**src/rtl/uart_pkg.sv**
```systemverilog
// Shared definitions for the UART receive engine: FSM state encoding and
// oversampling / frame constants. Optional parity support is enabled by
// defining UART_RX_PARITY_EN.
package uart_pkg;

    localparam int OVERSAMPLE_MID  = 7;
    localparam int OVERSAMPLE_LAST = 15;
    localparam int DATA_BITS       = 8;

    typedef enum logic [2:0] {
        ST_IDLE,
        ST_START,
        ST_DATA,
`ifdef UART_RX_PARITY_EN
        ST_PARITY,
`endif
        ST_STOP,
        ST_WAIT_HIGH
    } uart_state_e;

endpackage

```
**src/rtl/uart_baud_tick.sv**
```systemverilog
// Oversample tick generator: counts 0..baud_div-1 and pulses tick on the
// last count. A baud_div of 0 behaves as 1. restart realigns the count to 0
// so sampling phase follows the start edge.
module uart_baud_tick (
    input  logic        ACLK,
    input  logic        ARESETN,
    input  logic [15:0] baud_div,
    input  logic        restart,
    output logic        tick
);

    logic [15:0] cnt_q;
    logic [15:0] div_last;

    assign div_last = (baud_div == 16'd0) ? 16'd0 : baud_div - 16'd1;

    // The >= compare keeps the counter bounded if baud_div shrinks mid-count.
    assign tick = !restart && (cnt_q >= div_last);

    // Tick counter with wrap and restart.
    always_ff @(posedge ACLK or negedge ARESETN) begin
        // NOTE: sequential state uses non-blocking assignments so every flop
        // samples pre-edge values regardless of block ordering.
        if (!ARESETN) begin
            cnt_q <= 16'd0;
        end else if (restart || cnt_q >= div_last) begin
            cnt_q <= 16'd0;
        end else begin
            cnt_q <= cnt_q + 16'd1;
        end
    end

endmodule

```
**src/rtl/uart_rx_engine.sv**
```systemverilog
// UART receive engine, 16x oversampled, 8 data bits LSB-first, one stop bit.
// Holds one received byte behind a valid/ready handshake and flags framing
// and overrun errors. Define UART_RX_PARITY_EN to add a parity bit between
// the data and stop bits (parity_odd selects odd parity, parity_err flags it).
module uart_rx_engine
    import uart_pkg::*;
#(
    parameter int OVERSAMPLE  = 16,
    parameter int SYNC_STAGES = 2
) (
    input  logic        ACLK,
    input  logic        ARESETN,
    input  logic [15:0] baud_div,
    input  logic        rx_in,
    output logic [7:0]  rx_data,
    output logic        rx_valid,
    input  logic        rx_ready,
`ifdef UART_RX_PARITY_EN
    input  logic        parity_odd,
    output logic        parity_err,
`endif
    output logic        frame_err,
    output logic        overrun_err,
    output logic        busy
);

    localparam int SC_W = $clog2(OVERSAMPLE);

    uart_state_e               state_q, state_d;
    logic [SYNC_STAGES-1:0]    sync_q;
    logic                      rxs;
    logic                      tick;
    logic [SC_W-1:0]           sc_q;
    logic [2:0]                bc_q;
    logic [DATA_BITS-1:0]      shift_q;

    logic restart, at_mid, at_last;
    logic shift_en, start_ok, stop_smp, commit, frame_bad;
`ifdef UART_RX_PARITY_EN
    logic par_smp, par_bad_q;
`endif

    assign rxs     = sync_q[SYNC_STAGES-1];
    assign at_mid  = tick && (sc_q == SC_W'(OVERSAMPLE_MID));
    assign at_last = tick && (sc_q == SC_W'(OVERSAMPLE_LAST));

    uart_baud_tick u_baud_tick (
        .ACLK     (ACLK),
        .ARESETN  (ARESETN),
        .baud_div (baud_div),
        .restart  (restart),
        .tick     (tick)
    );

    // Metastability synchronizer for the asynchronous line, idle-high reset.
    always_ff @(posedge ACLK or negedge ARESETN) begin
        if (!ARESETN) sync_q <= '1;
        else          sync_q <= {sync_q[SYNC_STAGES-2:0], rx_in};
    end

    // FSM state register.
    always_ff @(posedge ACLK or negedge ARESETN) begin
        if (!ARESETN) state_q <= ST_IDLE;
        else          state_q <= state_d;
    end

    // FSM next-state logic.
    always_comb begin
        // NOTE: default first so every path assigns state_d and no latch forms.
        state_d = state_q;
        case (state_q)
            ST_IDLE:      if (!rxs) state_d = ST_START;
            ST_START:     if (at_mid) state_d = rxs ? ST_IDLE : ST_DATA;
            ST_DATA:
                if (at_last && bc_q == 3'(DATA_BITS - 1)) begin
`ifdef UART_RX_PARITY_EN
                    state_d = ST_PARITY;
`else
                    state_d = ST_STOP;
`endif
                end
`ifdef UART_RX_PARITY_EN
            ST_PARITY:    if (at_last) state_d = ST_STOP;
`endif
            ST_STOP:      if (at_last) state_d = rxs ? ST_IDLE : ST_WAIT_HIGH;
            ST_WAIT_HIGH: if (rxs) state_d = ST_IDLE;
            default:      state_d = ST_IDLE;
        endcase
    end

    // FSM output decode: datapath strobes and busy.
    always_comb begin
        busy      = (state_q != ST_IDLE);
        restart   = (state_q == ST_IDLE) && !rxs;
        start_ok  = (state_q == ST_START) && at_mid && !rxs;
        shift_en  = (state_q == ST_DATA) && at_last;
        stop_smp  = (state_q == ST_STOP) && at_last;
        commit    = stop_smp && rxs;
        frame_bad = stop_smp && !rxs;
`ifdef UART_RX_PARITY_EN
        par_smp   = (state_q == ST_PARITY) && at_last;
`endif
    end

    // Sub-bit, bit and shift registers.
    always_ff @(posedge ACLK or negedge ARESETN) begin
        if (!ARESETN) begin
            sc_q    <= '0;
            bc_q    <= '0;
            shift_q <= '0;
        end else begin
            if (restart) begin
                sc_q <= '0;
                bc_q <= '0;
            end else if (tick && busy) begin
                sc_q <= (start_ok || at_last) ? '0 : sc_q + SC_W'(1);
            end
            if (shift_en) begin
                shift_q <= {rxs, shift_q[DATA_BITS-1:1]};
                bc_q    <= bc_q + 3'd1;
            end
        end
    end

`ifdef UART_RX_PARITY_EN
    // Parity check result, held until the stop bit is sampled.
    always_ff @(posedge ACLK or negedge ARESETN) begin
        if (!ARESETN)     par_bad_q <= 1'b0;
        else if (restart) par_bad_q <= 1'b0;
        else if (par_smp) par_bad_q <= ((^shift_q) ^ rxs) != parity_odd;
    end
`endif

    // Output holding register, handshake and error pulses.
    always_ff @(posedge ACLK or negedge ARESETN) begin
        if (!ARESETN) begin
            rx_data     <= '0;
            rx_valid    <= 1'b0;
            frame_err   <= 1'b0;
            overrun_err <= 1'b0;
`ifdef UART_RX_PARITY_EN
            parity_err  <= 1'b0;
`endif
        end else begin
            frame_err   <= frame_bad;
            overrun_err <= commit && rx_valid && !rx_ready;
`ifdef UART_RX_PARITY_EN
            parity_err  <= stop_smp && par_bad_q;
`endif
            if (commit && !(rx_valid && !rx_ready)) begin
                rx_data  <= shift_q;
                rx_valid <= 1'b1;
            end else if (rx_valid && rx_ready) begin
                rx_valid <= 1'b0;
            end
        end
    end

endmodule

```
**config.mk**
```make
export PLATFORM = sky130hd
export DESIGN_NAME = uart_rx_engine
export DESIGN_NICKNAME = d
export VERILOG_FILES = /design/src/rtl/uart_pkg.sv /design/src/rtl/uart_baud_tick.sv /design/src/rtl/uart_rx_engine.sv
export SDC_FILE = /design/constraint.sdc
export NUM_CORES = 1
export LEC_CHECK = 0
export CAP_MARGIN = 5
export CELL_PAD_IN_SITES_DETAIL_PLACEMENT = 0
export CELL_PAD_IN_SITES_GLOBAL_PLACEMENT = 2
export CORE_ASPECT_RATIO = 1.4
export CORE_MARGIN = 3
export CORE_UTILIZATION = 38
export DETAILED_ROUTE_END_ITERATION = 12
export PLACE_DENSITY = 0.85
export SLEW_MARGIN = 20
export SYNTH_ARGS = -nofsm -noshare
export SYNTH_HDL_FRONTEND = slang
export SYNTH_SLANG_ARGS = --single-unit
```
**constraint.sdc**
```tcl
create_clock -name ACLK -period 3.9 [get_ports ACLK]
set_clock_uncertainty 0.05 [all_clocks]
set_input_delay 0.585 -clock ACLK [delete_from_list [all_inputs] [get_ports ACLK]]
set_output_delay 0.585 -clock ACLK [all_outputs]
set_load 0.05 [all_outputs]
```
==> results of run 1 <==
[state kept, by name, indices dropped and copies added (netlist names)]
| signal | cells |
|---|---|
| rx_valid | 1 |
| rx_data | 8 |
| frame_err | 1 |
| sc_q | 4 |
| u_baud_tick.cnt_q | 16 |
| bc_q | 3 |
| sync_q | 2 |
| shift_q | 8 |
| state_q | 3 |
| overrun_err | 1 |
[worst paths after layout]
kind                                        from  cells past startpoint  slack (ns)                   end
min in group ACLK                      sync_q[0]                      0        0.31             sync_q[1]
hold reg to reg                        sync_q[0]                      0        0.31             sync_q[1]
hold / removal                           ARESETN                      1        0.24            rx_data[4]
setup reg to reg           u_baud_tick.cnt_q[12]                      8        1.27            shift_q[1]
max in group asynchronous                ARESETN                      1        3.17  u_baud_tick.cnt_q[8]
setup / recovery                     baud_div[6]                     15       -0.36            shift_q[1]
[where the power goes]
group	switching [mW]	total (mW)	leakage (nW)	internal [mW]
Combinational	0.120	0.268	1.12	0.149
Clock	0.172	0.367	0.0587	0.194
Sequential	0.0452	0.566	0.634	0.521
[layout by cell type (no fill, tap or decap), types with 5 or more instances in the layout]
cell type	n
clkdlybuf4s50_1	26
dfrtp_1	45
buf_6	7
nand3_1	13
xor2_1	16
nor3_1	7
xnor2_1	11
mux2_4	8
nor2_1	32
and3_1	6
nand2_1	29
a21oi_1	7
inv_1	8
ha_1	18
buf_4	32
mux2i_1	6
clkbuf_8	5
mux2_2	8
[per-layer routing]
layer	wire length [um]	share of wire [%]	GRT usage, %	vias up
li1	-	-	-	1117
met1	2680	43	19.5	1063
met5	0	0	0	-
met2	3350	54	29.8	32
met4	46	0.74	3.38	0
met3	149	2.4	2.18	5
[worst max-delay path, delay by kind of cell]
family	cells	cell delay (ns)
fa+ha+maj	1	0.12
buf+inv	3	0.41
mux	1	0.29
simple gates	10	2.96
[final cells by class]
type | instances | area [sq um] | share of cell area (%)
multi-input cells | 219 | 1730 | 44.7
inverters | 8 | 30.0 | 0.776
clock inverters | 3 | 47.5 | 1.23
repair buffers | 72 | 697 | 18.0
well taps | 95 | 119 | 3.07
clock buffers | 5 | 68.8 | 1.78
flip-flops and latches | 47 | 1180 | 30.5
[synth_stat cells (6+ instances only)]
library cell	count
a21oi_1	7
and3_1	8
dfrtp_1	45
ha_1	22
inv_1	8
mux2_2	16
mux2i_1	7
nand2_1	34
nand3_1	13
nor2_1	33
nor3_1	8
o21ai_0	6
xnor2_1	11
xor2_1	16
[cells by family (layout without fill, tap and decap cells)]
| group | Yosys count | count (layout) |
|---|---|---|
| AOI/OAI and AO/OA | 25 | 25 |
| xor gates and xnor gates | 27 | 27 |
| adders and majority gates | 22 | 22 |
| buffers and inverters | 14 | 88 |
| DFF | 47 | 47 |
| muxes | 23 | 23 |
| and+or+nand+nor | 122 | 122 |
[what timing repair did]
action,4_1_cts,5_1_grt
setup endpoints to repair,45,45
pin swaps,12,8
resized for setup,47,16
cloned,2,0
buffers inserted,3,2
==> results.yml, run 1 <==
logic_synthesis:
  synth_area_sq_um: 2770
  synthXorXnorAreaFrac_pct: 8.54
  syn-num-nets: 322
  synth_async_sr_flop_share_pct: 100
  yosysSeqAreaShare_pct: 42.6
  synth_top_family_by_area: "simple AND/OR/NAND/NOR gates"
  synth-seq-cells: 47
  synth_top_area_share_pct: 40.7
  synth-adder-area-share_pct: 9.94
  syn_area_per_cell_sq_um: 9.89
  synthMuxAreaShare_pct: 9.04
  synth_cells: 280
  synthTopCellsByArea: "dfrtp_1 41%, ha_1 9.9%, mux2_2 6.5%"
  yosys_most_used_dff: "dfrtp_1"
  synth-simple-area-share_pct: 22.0
  synth_edf_count: 0
  synth_compound_area_share_pct: 5.60
  ys_warn_count: 0
  yosysUniqueCellTypes: 41
  synth.largest_area_cell: "dfrtp_1"
clock_network:
  cts_buffer_depth: 2
  cts-buffers-inserted: 5
  clk_latency_ns: 0.30
  path_clk_slew_ns: 0.09
  cts_tree: "done"
  cts_max_level: 2
  ctsHoldBuffers: 0
  clockRootBuffer: "clkbuf_8"
  numClockSinks: 47
grt:
  grt_usage_pct: 16.0
  antenna_found_initial: 0
  grt_pass1_wl_mm: 10.9
  grt_max_degree: 48
  grt_pass1_vias: 2335
  grt_overflow: 0
route:
  via_per_inst: 4.94
  drt_first_iter_violations: 56
  routedWlPerCell_um: 13.9
  wl_mm: 6.23
  drc: 0
  ant_nets: 0
  vias: 2217
  drt-pass1-iter-count: 4
critical_path:
  start_kind: "primary input"
  slowest_stage: "or4_4"
  arrival_ns: 4.40
  crit_path_cell_trace: "buf_6 -> or4_4 -> or3_4 -> or4_4 -> or3_4 -> buf_12 -> nand2_4 -> ha_4 -> nand4_1 -> nor3_4 -> or4b_4 -> and3_4 -> nor3b_4 -> buf_6 -> mux2_4"
  worstPathRequired_ns: 4.04
  cp_max_fo: 6
  slowest_delay_ns: 0.52
  critical_path_class: "primary input to flop"
  critPathCaptureType: "flop"
place:
  dpl_cell_area_sq_um: 3460
  place.gp.congestion: 0.742
  numPlacedInstances: 435
  hpwlAfterDp_mm: 4.35
  io_buffers: 31
  dp_worst_setup_slack_ns: -1.09
timing:
  grt_setup_unrepaired: "yes"
  max_slew.worst_pin.slew_ns: 0.594
  finalHoldViolations: 0
  maxSlewHeadroom_pct: 60.4
  finalWorstSetupSlack_ns: -0.361
  drv_slew: 0
  fin_crit_sh_pct: 109
  fin_hold_ws_ns: 0.237
  timing.fmax_ghz: 0.235
  final.setup.tns_ns: -9.22
  setup_viol: 40
  fin_crit_ns: 4.26
floorplanning:
  rows: 36
  die_w_um: 78.1
  dieArea_sq_um: 8360
  io_pins: 32
  core_area_sq_um: 7030
  die-height_um: 107
  initial_utilization_pct: 39.4
run_status:
  violations: "setup timing"
  outcome: "finished, violations left"
job:
  drv_cap: 0
power_and_ir_drop:
  totalPowerFinal_mw: 1.20
  power.density_nw_per_um2: 310
  leakage_nw: 1.81
  irDropWorstVdd_mv: 0.291
final_layout:
  drive_above_1_share_pct: 27.4
  fin_cells: 449
  antenna_cells: 0
  fillers: 656
  nets: 395
  fin_util_pct: 55.1
  fin_area_sq_um: 3870
  area_delta_synth_final_pct: 39.7
hold_path:
  hold_path.class: "primary input to asynchronous set/reset pin"
(Power assumes the default switching activity.)
==> run 2: changes to the inputs <==
--- a/config.mk
+++ b/config.mk
@@ -5,6 +5,7 @@
 export SDC_FILE = /design/constraint.sdc
 export NUM_CORES = 1
 export LEC_CHECK = 0
+export ABC_CLOCK_PERIOD_IN_PS = 3900
 export CAP_MARGIN = 5
 export CELL_PAD_IN_SITES_DETAIL_PLACEMENT = 0
 export CELL_PAD_IN_SITES_GLOBAL_PLACEMENT = 2
==> results of run 2 <==
Final layout, timing and power as in run 1 (identical DEF).
==> run 3: changes to the inputs <==
--- a/config.mk
+++ b/config.mk
@@ -10,7 +10,6 @@
 export CELL_PAD_IN_SITES_DETAIL_PLACEMENT = 0
 export CELL_PAD_IN_SITES_GLOBAL_PLACEMENT = 2
 export CORE_ASPECT_RATIO = 1.4
-export CORE_MARGIN = 3
 export CORE_UTILIZATION = 38
 export DETAILED_ROUTE_END_ITERATION = 12
 export PLACE_DENSITY = 0.85
==> run 3 against run 2 <==
Against the previous run: the run still ends with setup timing left; non-clock buffer count rose by 1; total power is 0.57% higher; core utilization rose by 0.55 points; critical endpoint is now shift_q[6].
==> results.yml, run 3 (same netlist as run 1, synthesis figures left out) <==
route:
  drt-pass1-iter-count: 4
  vias: 2201
  drt_first_iter_violations: 31
  routedWlPerCell_um: 13.4
  ant_nets: 0
  wl_mm: 6.04
  drc: 0
  via_per_inst: 4.89
final_layout:
  area_delta_synth_final_pct: 41.1
  drive_above_1_share_pct: 29.6
  nets: 396
  fillers: 651
  layout_commonest_cell: "dfrtp_1"
  final_cell_mix: "45 x dfrtp_1, 34 x buf_4, 31 x nand2_1"
  fin_cells: 450
  antenna_cells: 0
  max_flop_register: "u_baud_tick.cnt_q"
  largest_reg_flops: 16
  reg_top3: "u_baud_tick.cnt_q (16), rx_data (8), shift_q (8)"
timing:
  max_slew.worst_pin.slew_ns: 0.586
  timing.fmax_ghz: 0.234
  maxSlewHeadroom_pct: 60.9
  grt_setup_unrepaired: "yes"
  setup_viol: 45
  finalHoldViolations: 0
  fin_crit_sh_pct: 110
  fin_crit_ns: 4.28
  drv_slew: 0
  finalWorstSetupSlack_ns: -0.382
power_and_ir_drop:
  p_int_mw: 0.868
  sequentialPowerShare_pct: 46.9
  pwr-share-comb_pct: 22.9
  totalPowerFinal_mw: 1.21
  clkPwrFrac_pct: 30.2
  power.density_nw_per_um2: 309
  irDropWorstVdd_mv: 0.273
  leakage_nw: 1.81
  netSwitchingFraction_pct: 28.2
  switching_power_mw: 0.340
run_status:
  violations: "setup timing"
  outcome: "finished, violations left"
floorplanning:
  initial_utilization_pct: 39.4
  rows: 36
  dieArea_sq_um: 7640
  io_pins: 32
  die-height_um: 103
  core_area_sq_um: 7030
  die_w_um: 74.1
clock_network:
  cts_tree: "done"
  numClockSinks: 47
  cts_max_level: 2
  path_clk_slew_ns: 0.09
  cts-buffers-inserted: 5
  clk_latency_ns: 0.30
  clockRootBuffer: "clkbuf_8"
  ctsHoldBuffers: 0
  cts_buffer_depth: 2
place:
  hpwlAfterDp_mm: 4.43
  io_buffers: 31
  place.gp.congestion: 0.741
  numPlacedInstances: 435
critical_path:
  critPathCaptureType: "flop"
  start_kind: "primary input"
  cp_max_fo: 6
  worstPathRequired_ns: 4.04
  arrival_ns: 4.42
  critical_path_class: "primary input to flop"
grt:
  grt_pass1_vias: 2171
  grt_max_degree: 48
  antenna_found_initial: 0
  grt_overflow: 0
  grt_usage_pct: 16.9
  grt_pass1_wl_mm: 9.86
job:
  drv_cap: 0
hold_path:
  hold_path.class: "primary input to asynchronous set/reset pin"
==> run 3: final timing paths <==
check / from / slack (ns) / endpoint / depth (start not counted)
worst max-delay path: baud_div[6] / -0.38 / shift_q[6] / 15
worst min-delay path: ARESETN / 0.24 / rx_data[2] / 1
worst max register to register: u_baud_tick.cnt_q[12] / 1.26 / shift_q[6] / 8
worst min register to register: sync_q[0] / 0.31 / sync_q[1] / 0
max in group asynchronous: ARESETN / 3.17 / sc_q[1] / 1
min in group ACLK: sync_q[0] / 0.31 / sync_q[1] / 0
==> run 3: power groups by stage <==
stage          combinational [mW]  clock [mW]  sequential [mW]
6_report                    0.277       0.365            0.567
3_5_place_dp                0.215           0            0.574
5_1_grt                     0.315       0.393            0.572
3_3_place_gp                0.211           0            0.574
4_1_cts                     0.264       0.378            0.567
2_1_floorplan               0.129           0            0.559
==> run 3: area by class of cell <==
| class | instances | area [sq um] | area share [%] |
|---|---|---|---|
| timing repair buffer | 73 | 698 | 17.9 |
| multi-input combinational | 219 | 1770 | 45.2 |
| clock inverter | 3 | 46.3 | 1.18 |
| tap | 95 | 119 | 3.04 |
| clock buffer | 5 | 68.8 | 1.76 |
| inverter | 8 | 30.0 | 0.768 |
| sequential | 47 | 1180 | 30.2 |
==> run 3: timing repair <==
action / CTS / global route
endpoints found under the setup margin: 45 / 45
setup buffers: 1 / 4
gates cloned: 2 / 0
pin swaps: 13 / 7
gates resized for setup: 47 / 25
==> run 3: metal layers <==
metal | track usage (%) | part of all wire [%]
met1 | 20.5 | 43
met2 | 31.0 | 53
met3 | 2.15 | 2.9
met4 | 3.99 | 1.0
met5 | 0 | 0
==> run 3: worst max-delay path: stages <==
cell     delay, ns
buf_6         0.09
or4_4         0.52
or3_4         0.35
or4_4         0.43
or3_4         0.37
buf_12        0.15
nand2_4       0.05
ha_4          0.12
nand4_1       0.13
nor3_2        0.24
or4b_4        0.49
and3_4        0.18
nor3b_4       0.24
buf_6         0.17
mux2_4        0.30
==> run 3: metrics by stage <==
stage               TNS (ns)  util, %  worst slack [ns]  hold slack, ns  area [sq um]
floorplan             -12.41        -            -0.598           0.239          2780
global placement      -45.29     49.3             -1.09           0.296          3460
detailed placement    -46.33     49.3             -1.12           0.299          3460
CTS                   -13.57     53.6            -0.434           0.312          3770
global route          -14.68     55.6            -0.481           0.284          3910
finish                -10.49     55.6            -0.382           0.235          3910
